File: config.mk
export PLATFORM = sky130hd
export DESIGN_NAME = hwpe_ctrl_uloop
export DESIGN_NICKNAME = d
export VERILOG_FILES = /design/src/rtl/hwpe_ctrl_package.sv /design/src/rtl/hwpe_ctrl_uloop_lvl_sel.sv /design/src/rtl/hwpe_ctrl_uloop.sv
export SDC_FILE = /design/constraint.sdc
export NUM_CORES = 2
export LEC_CHECK = 0
export ABC_AREA = 1
export BUFFER_PORTS_ARGS = -buffer_cell sky130_fd_sc_hd__clkbuf_2
export CORE_AREA = 5 5 546 548
export DETAILED_ROUTE_END_ITERATION = 16
export DIE_AREA = 0 0 551 553
export SYNTH_ARGS = -nofsm -noshare
export SYNTH_HDL_FRONTEND = slang
export SYNTH_SLANG_ARGS = --single-unit
File: constraint.sdc
create_clock -name clk_i -period 6.3 [get_ports clk_i]
set_clock_uncertainty 0.1 [all_clocks]
set_input_delay 0.63 -clock clk_i [delete_from_list [all_inputs] [get_ports clk_i]]
set_output_delay 0.63 -clock clk_i [all_outputs]
set_load 0.02 [all_outputs]
File: src/rtl/hwpe_ctrl_package.sv
// Shared microcode loop types and default sizing for the HWPE controller.
// The loop sequencer and its testbench both build on these definitions.
package hwpe_ctrl_package;

    localparam int UCODE_NB_LOOPS  = 6;
    localparam int UCODE_LENGTH    = 17;
    localparam int UCODE_NB_REG    = 4;
    localparam int UCODE_NB_RO_REG = 28;
    localparam int UCODE_CNT_WIDTH = 12;

    // One microcode op: R[a] += (op_sel ? RO[b] : R[b]).
    typedef struct packed {
        logic       op_sel;
        logic [4:0] a;
        logic [4:0] b;
    } ucode_op_t;

    typedef struct packed {
        logic [4:0] ucode_addr;
        logic [4:0] nb_ops;
    } ucode_loop_t;

    typedef ucode_loop_t [UCODE_NB_LOOPS-1:0]                     ucode_loops_t;
    typedef ucode_op_t   [UCODE_LENGTH-1:0]                       ucode_code_t;
    typedef logic        [UCODE_NB_LOOPS-1:0][UCODE_CNT_WIDTH-1:0] ucode_range_t;

    typedef struct packed {
        ucode_loops_t loops;
        ucode_code_t  code;
        ucode_range_t range;
    } ucode_t;

    typedef struct packed {
        logic       enable;
        logic       clear;
        logic [2:0] accum_loop;
    } ctrl_ucode_t;

    typedef struct packed {
        logic                           done;
        logic                           valid;
        logic [UCODE_NB_REG-1:0][31:0] offs;
        ucode_range_t                   idx;
        logic                           accum;
    } flags_ucode_t;

endpackage

File: src/rtl/hwpe_ctrl_uloop_lvl_sel.sv
// Picks the innermost loop level that still has iterations left, and flags
// when every level has reached its last index.
module hwpe_ctrl_uloop_lvl_sel #(
    parameter int NB_LOOPS  = 6,
    parameter int CNT_WIDTH = 12,
    parameter int LVL_W     = 3
) (
    input  logic [NB_LOOPS-1:0][CNT_WIDTH-1:0] i_idx,
    input  logic [NB_LOOPS-1:0][CNT_WIDTH-1:0] i_range,
    output logic [LVL_W-1:0]                   o_lvl,
    output logic                               o_all_end
);

    localparam logic [CNT_WIDTH-1:0] ONE = 1;

    logic [NB_LOOPS-1:0][CNT_WIDTH-1:0] w_last;

    // A zero range behaves as a single-iteration loop.
    for (genvar k = 0; k < NB_LOOPS; k++) begin : g_last
        assign w_last[k] = (i_range[k] == '0) ? '0 : i_range[k] - ONE;
    end

    always_comb begin
        o_lvl     = '0;
        o_all_end = 1'b1;
        for (int k = NB_LOOPS - 1; k >= 0; k--) begin
            if (i_idx[k] < w_last[k]) begin
                o_lvl     = LVL_W'(k);
                o_all_end = 1'b0;
            end
        end
    end

endmodule

File: src/rtl/hwpe_ctrl_uloop.sv
// Nested-loop microcode sequencer: walks the loop index space and, between
// iterations, runs the owning level's ops to update the offset registers.
module hwpe_ctrl_uloop
    import hwpe_ctrl_package::*;
#(
    parameter int NB_LOOPS  = UCODE_NB_LOOPS,
    parameter int LENGTH    = UCODE_LENGTH,
    parameter int NB_REG    = UCODE_NB_REG,
    parameter int NB_RO_REG = UCODE_NB_RO_REG,
    parameter int CNT_WIDTH = UCODE_CNT_WIDTH
) (
    input  logic                        clk_i,
    input  logic                        clear_i,
    input  ctrl_ucode_t                 ctrl_i,
    output flags_ucode_t                flags_o,
    input  ucode_t                      uloop_code_i,
    input  logic [NB_RO_REG-1:0][31:0]  registers_read_i
);

    localparam int LVL_W = (NB_LOOPS > 1) ? $clog2(NB_LOOPS) : 1;
    localparam int REG_W = (NB_REG > 1) ? $clog2(NB_REG) : 1;
    localparam logic [5:0]           LEN_C = 6'(LENGTH);
    localparam logic [4:0]           NREG_C = 5'(NB_REG);
    localparam logic [4:0]           NRO_C = 5'(NB_RO_REG);
    localparam logic [CNT_WIDTH-1:0] ONE = 1;

    typedef enum logic [1:0] {ST_IDLE, ST_VALID, ST_EXEC, ST_DONE} state_t;

    state_t                             r_state, w_state_nxt;
    logic [NB_LOOPS-1:0][CNT_WIDTH-1:0] r_idx;
    logic [NB_REG-1:0][31:0]            r_regs;
    logic [4:0]                         r_opcnt;
    logic [LVL_W-1:0]                   r_lvl;

    logic [LVL_W-1:0] w_lvl;
    logic             w_all_end;
    logic             w_clear;
    logic             w_advance;
    logic             w_last_op;
    logic [5:0]       w_addr;
    logic             w_op_ok;
    ucode_op_t        w_op;
    logic [31:0]      w_opnd_b;
    logic             w_accum;

    hwpe_ctrl_uloop_lvl_sel #(
        .NB_LOOPS  (NB_LOOPS),
        .CNT_WIDTH (CNT_WIDTH),
        .LVL_W     (LVL_W)
    ) i_lvl_sel (
        .i_idx     (r_idx),
        .i_range   (uloop_code_i.range),
        .o_lvl     (w_lvl),
        .o_all_end (w_all_end)
    );

    assign w_clear   = clear_i | ctrl_i.clear;
    assign w_advance = (r_state == ST_VALID) && ctrl_i.enable && !w_all_end;
    assign w_last_op = (r_opcnt == uloop_code_i.loops[r_lvl].nb_ops - 5'd1);

    // Ops past the end of the code store are NOPs but still consume a cycle.
    assign w_addr  = {1'b0, uloop_code_i.loops[r_lvl].ucode_addr} + {1'b0, r_opcnt};
    assign w_op_ok = (w_addr < LEN_C);
    assign w_op    = w_op_ok ? uloop_code_i.code[w_addr[4:0]] : '0;

    always_comb begin
        w_opnd_b = '0;
        if (w_op.op_sel) begin
            if (w_op.b < NRO_C) w_opnd_b = registers_read_i[w_op.b];
        end else begin
            if (w_op.b < NREG_C) w_opnd_b = r_regs[w_op.b[REG_W-1:0]];
        end
    end

    always_comb begin
        w_state_nxt = r_state;
        case (r_state)
            ST_IDLE:  if (ctrl_i.enable) w_state_nxt = ST_VALID;
            ST_VALID: begin
                if (ctrl_i.enable) begin
                    if (w_all_end)
                        w_state_nxt = ST_DONE;
                    else if (uloop_code_i.loops[w_lvl].nb_ops == '0)
                        w_state_nxt = ST_VALID;
                    else
                        w_state_nxt = ST_EXEC;
                end
            end
            ST_EXEC:  if (w_last_op) w_state_nxt = ST_VALID;
            ST_DONE:  w_state_nxt = ST_DONE;
            default:  w_state_nxt = ST_IDLE;
        endcase
        if (w_clear) w_state_nxt = ST_IDLE;
    end

    always_ff @(posedge clk_i) begin
        if (w_clear) begin
            r_state <= ST_IDLE;
            r_idx   <= '0;
            r_regs  <= '0;
            r_opcnt <= '0;
            r_lvl   <= '0;
        end else begin
            r_state <= w_state_nxt;
            if (w_advance) begin
                for (int k = 0; k < NB_LOOPS; k++) begin
                    if (LVL_W'(k) == w_lvl)
                        r_idx[k] <= r_idx[k] + ONE;
                    else if (LVL_W'(k) < w_lvl)
                        r_idx[k] <= '0;
                end
                r_lvl   <= w_lvl;
                r_opcnt <= '0;
            end
            if (r_state == ST_EXEC) begin
                r_opcnt <= r_opcnt + 5'd1;
                if (w_op_ok && (w_op.a < NREG_C))
                    r_regs[w_op.a[REG_W-1:0]] <= r_regs[w_op.a[REG_W-1:0]] + w_opnd_b;
            end
        end
    end

    // Accumulate is off only while every level inside accum_loop sits at 0.
    always_comb begin
        w_accum = 1'b0;
        for (int k = 0; k < NB_LOOPS; k++) begin
            if ((k < int'(ctrl_i.accum_loop)) && (r_idx[k] != '0)) w_accum = 1'b1;
        end
    end

    always_comb begin
        flags_o       = '0;
        flags_o.done  = (r_state == ST_DONE);
        flags_o.valid = (r_state == ST_VALID);
        flags_o.offs  = r_regs;
        flags_o.idx   = r_idx;
        flags_o.accum = w_accum;
    end

endmodule
==> metrics.cfg <==
[grt]
grt_max_degree=144
antenna_found_initial=126
grt_first_pass_wirelength_microns=351000
grt-ovfl-total=0
grt_use_total_pct=16.6
first_global_vias=40700

[cells_and_area]
design_area_sq_um=47600
area_growth_pct=81.6
layout-drive-gt1-share_pct=41.0
instances_no_fill=10400
fillers=33900
fin_nets=7756

[routing]
drt-initial-drc-count=4508
via_count=42700
routed_wl_microns=269000
viasPerCell=4.11
drtAntennaViolNets=0
wl_per_cell_microns=25.9
first_pass_iters=6
drc_errors=0

[setup_path]
r2r.worst_path.cells=41
start_kind=flop
path_common_cell=buf_12
endpoint_kind=flop
cpPeakStageDelay_ns=0.45
slowest_stage=fa_2
crit_type=flop to flop
reg2reg_slack_ns=-0.45
cp.required_ns=6.64
reg2reg_from=r_lvl[0]$_SDFFE_PP0P_
cp_data_arrival_time_ns=7.09
cp_max_fo=7
rr_endpoint=flags_o[195]$_SDFFE_PP0P_

[floorplan]
design.portCount=1425
rows=199
die_w_microns=551
die_h_microns=553
initial_utilization_pct=8.97
dieArea_sq_um=305000
coreArea_sq_um=293000

[yosys]
async_reset_ff_share_pct=0
syn_nets=5900
avgSynthCellArea_sq_um=5.76
ys_ff_latch=210
ys_top_cells_by_count=893 x nand2_1, 661 x nor2_1, 625 x o21ai_0
synth_edf_count=0
ys_top_cells_by_area=dfxtp_1 16%, nand2_1 13%, o21ai_0 12%
yosysMostFrequentCell=nand2_1
ys_seq_area_share_pct=16.0
ys_warn_count=0
synth-main-ff-cell=dfxtp_1
synth_area_leader_cell=dfxtp_1
synth_area_sq_um=26200
syn_inst=4552
synth_top_area_share_pct=16.0
ys_types=63

[power_and_ir_drop]
pwr-share-seq_pct=16.6
clock_power_share_pct=20.9
switchingPower_w=0.00352
internal-power_w=0.00447
power.total_w=0.00799
p_leak_nw=21.5
p_sw_share_pct=44.1
power_density_nw_per_um2=168
vdd_drop_max_v=0.000167
combPwrFrac_pct=62.5

[sta]
final.period_utilization_pct=107
slew_viol_final=0
setup_viol=88
fin_ws_ns=-0.447
max_clock_freq_mhz=148
hold_viol_final=0
slew_headroom_pct=25.5
hold-worst-slack_ns=0.281
worst_slew_pin_slew_ns=1.12
fin_crit_ns=6.75
rsz0062_at_grt=yes

[run_status]
status=complete, but fails checks
violations=negative setup slack

[place]
dp_cells=10200
portBuffers=1424
gp_congestion=0.981
preCtsSetupSlack_ns=-2.33
postPlaceCellArea_sq_um=42400
dp_hpwl_microns=231000

[hold_path]
hold_class=input port to flop
hold_depth=4
min_from=ctrl_i[4]
hold_end=r_state[0]$_SDFFE_PP0P_

[clock_network]
path_clk_slew_ns=0.07
numCtsBuffers=24
cts_root_buf=clkbuf_16
cts_buffer_depth=3
clock_sink_count=210
clock_latency_ns=0.58
tritoncts=done
htreeDepth=1
holdBufCountCts=0

[flow_run]
maxCapViolations=0

-- sequential cells by signal, summed over array words and instances (netlist names) --
name,cells
flags_o,200
r_lvl,3
r_opcnt,5
r_state,2
-- final cells by class --
class | instances | area, sq um | share of cell area [%]
timing repair buffer | 2144 | 14600 | 30.7
antenna | 48 | 120 | 0.252
clock buffer | 29 | 659 | 1.38
inverter | 298 | 1210 | 2.55
sequential | 210 | 4210 | 8.84
clock inverter | 15 | 258 | 0.541
multi-input combinational | 3730 | 21700 | 45.5
tap | 3919 | 4900 | 10.3
-- repair_timing --
item,in CTS,in global routing
cloned,17,3
pin swaps,114,134
endpoints found under the setup margin,128,106
gates resized for setup,433,234
buffers inserted,78,32
-- critical path: cells and delay by family (launching register included) --
family | cells | cell delay (ns)
flip-flops | 1 | 0.39
adder cells (fa/ha/maj) | 4 | 1.20
buffers and inverters | 15 | 1.81
AND/OR/NAND/NOR | 9 | 0.94
AO/OA/AOI/OAI | 12 | 1.89
XOR/XNOR | 1 | 0.22
-- kinds of logic after synthesis --
family | Yosys count | synth area share, %
AO/OA/AOI/OAI | 1417 | 31.1
XOR/XNOR | 68 | 2.30
adder cells (fa/ha/maj) | 126 | 6.07
buffers and inverters | 612 | 10.3
flip-flops | 210 | 16.0
AND/OR/NAND/NOR | 2119 | 34.2
-- cell usage in the layout, fill, tap and decap left out, drive strengths merged, types with 4 or more instances in the layout --
cell type,netlist,layout
dfxtp,210,210
nand2,913,913
xor2,45,45
o21bai,5,5
bufbuf,0,7
bufinv,0,6
ha,124,124
o22ai,135,135
o211ai,46,46
nor4,17,17
a21oi,355,355
a22oi,4,4
or2,25,25
nor3,54,54
a21o,4,4
nand3,351,351
a32o,12,12
a221oi,10,10
o22a,22,22
o311ai,4,4
o31ai,6,6
a211oi,15,15
inv,296,293
clkinv,2,12
diode,0,48
o21ai,657,657
a31oi,24,24
o21a,9,9
o32ai,18,18
nor3b,4,4
nand3b,15,15
buf,157,709
a21boi,4,4
o221ai,67,67
clkbuf,157,1457
xnor2,23,23
a32oi,9,9
nor2,677,677
nand4,60,60
-- how the worst max path moves through the flow --
stage / slack (ns) / cells after the start / to / start
detailed placement: -2.33 / 35 / flags_o[165]$_SDFFE_PP0P_ / uloop_code_i[264]
finish: -0.45 / 41 / flags_o[195]$_SDFFE_PP0P_ / r_lvl[0]$_SDFFE_PP0P_
global route: -0.65 / 37 / flags_o[195]$_SDFFE_PP0P_ / r_lvl[0]$_SDFFE_PP0P_
global placement: -2.48 / 34 / flags_o[199]$_SDFFE_PP0P_ / uloop_code_i[264]
floorplan: 0.002 / 39 / flags_o[101]$_SDFFE_PP0P_ / r_lvl[0]$_SDFFE_PP0P_
CTS: -0.53 / 39 / flags_o[165]$_SDFFE_PP0P_ / r_lvl[0]$_SDFFE_PP0P_
-- layer usage --
layer,part of all wire [%],up-vias,global-route usage (%)
met1,38,20200,19.3
met2,49,2344,29.6
met5,0.16,-,0
li1,-,19600,-
met3,7.2,455,3.20
met4,5.0,64,6.75
-- power groups by stage --
stage                     registers (W)  clock network, W  logic (W)
after floorplan                 0.00136                 0    0.00163
after global placement          0.00136                 0    0.00423
after detailed placement        0.00136                 0    0.00421
after CTS                       0.00133           0.00171    0.00478
after global routing            0.00133           0.00175    0.00532
final                           0.00133           0.00167    0.00499
-- stage by stage --
stage | util, % | setup TNS (ns)
2_1_floorplan | - | 0
3_3_place_gp | 14.5 | -220.25
3_5_place_dp | 14.5 | -212.06
4_1_cts | 15.8 | -25.42
5_1_grt | 16.3 | -42.44
6_report | 16.3 | -22.95
No activity file was read; power rests on OpenSTA's default activity.
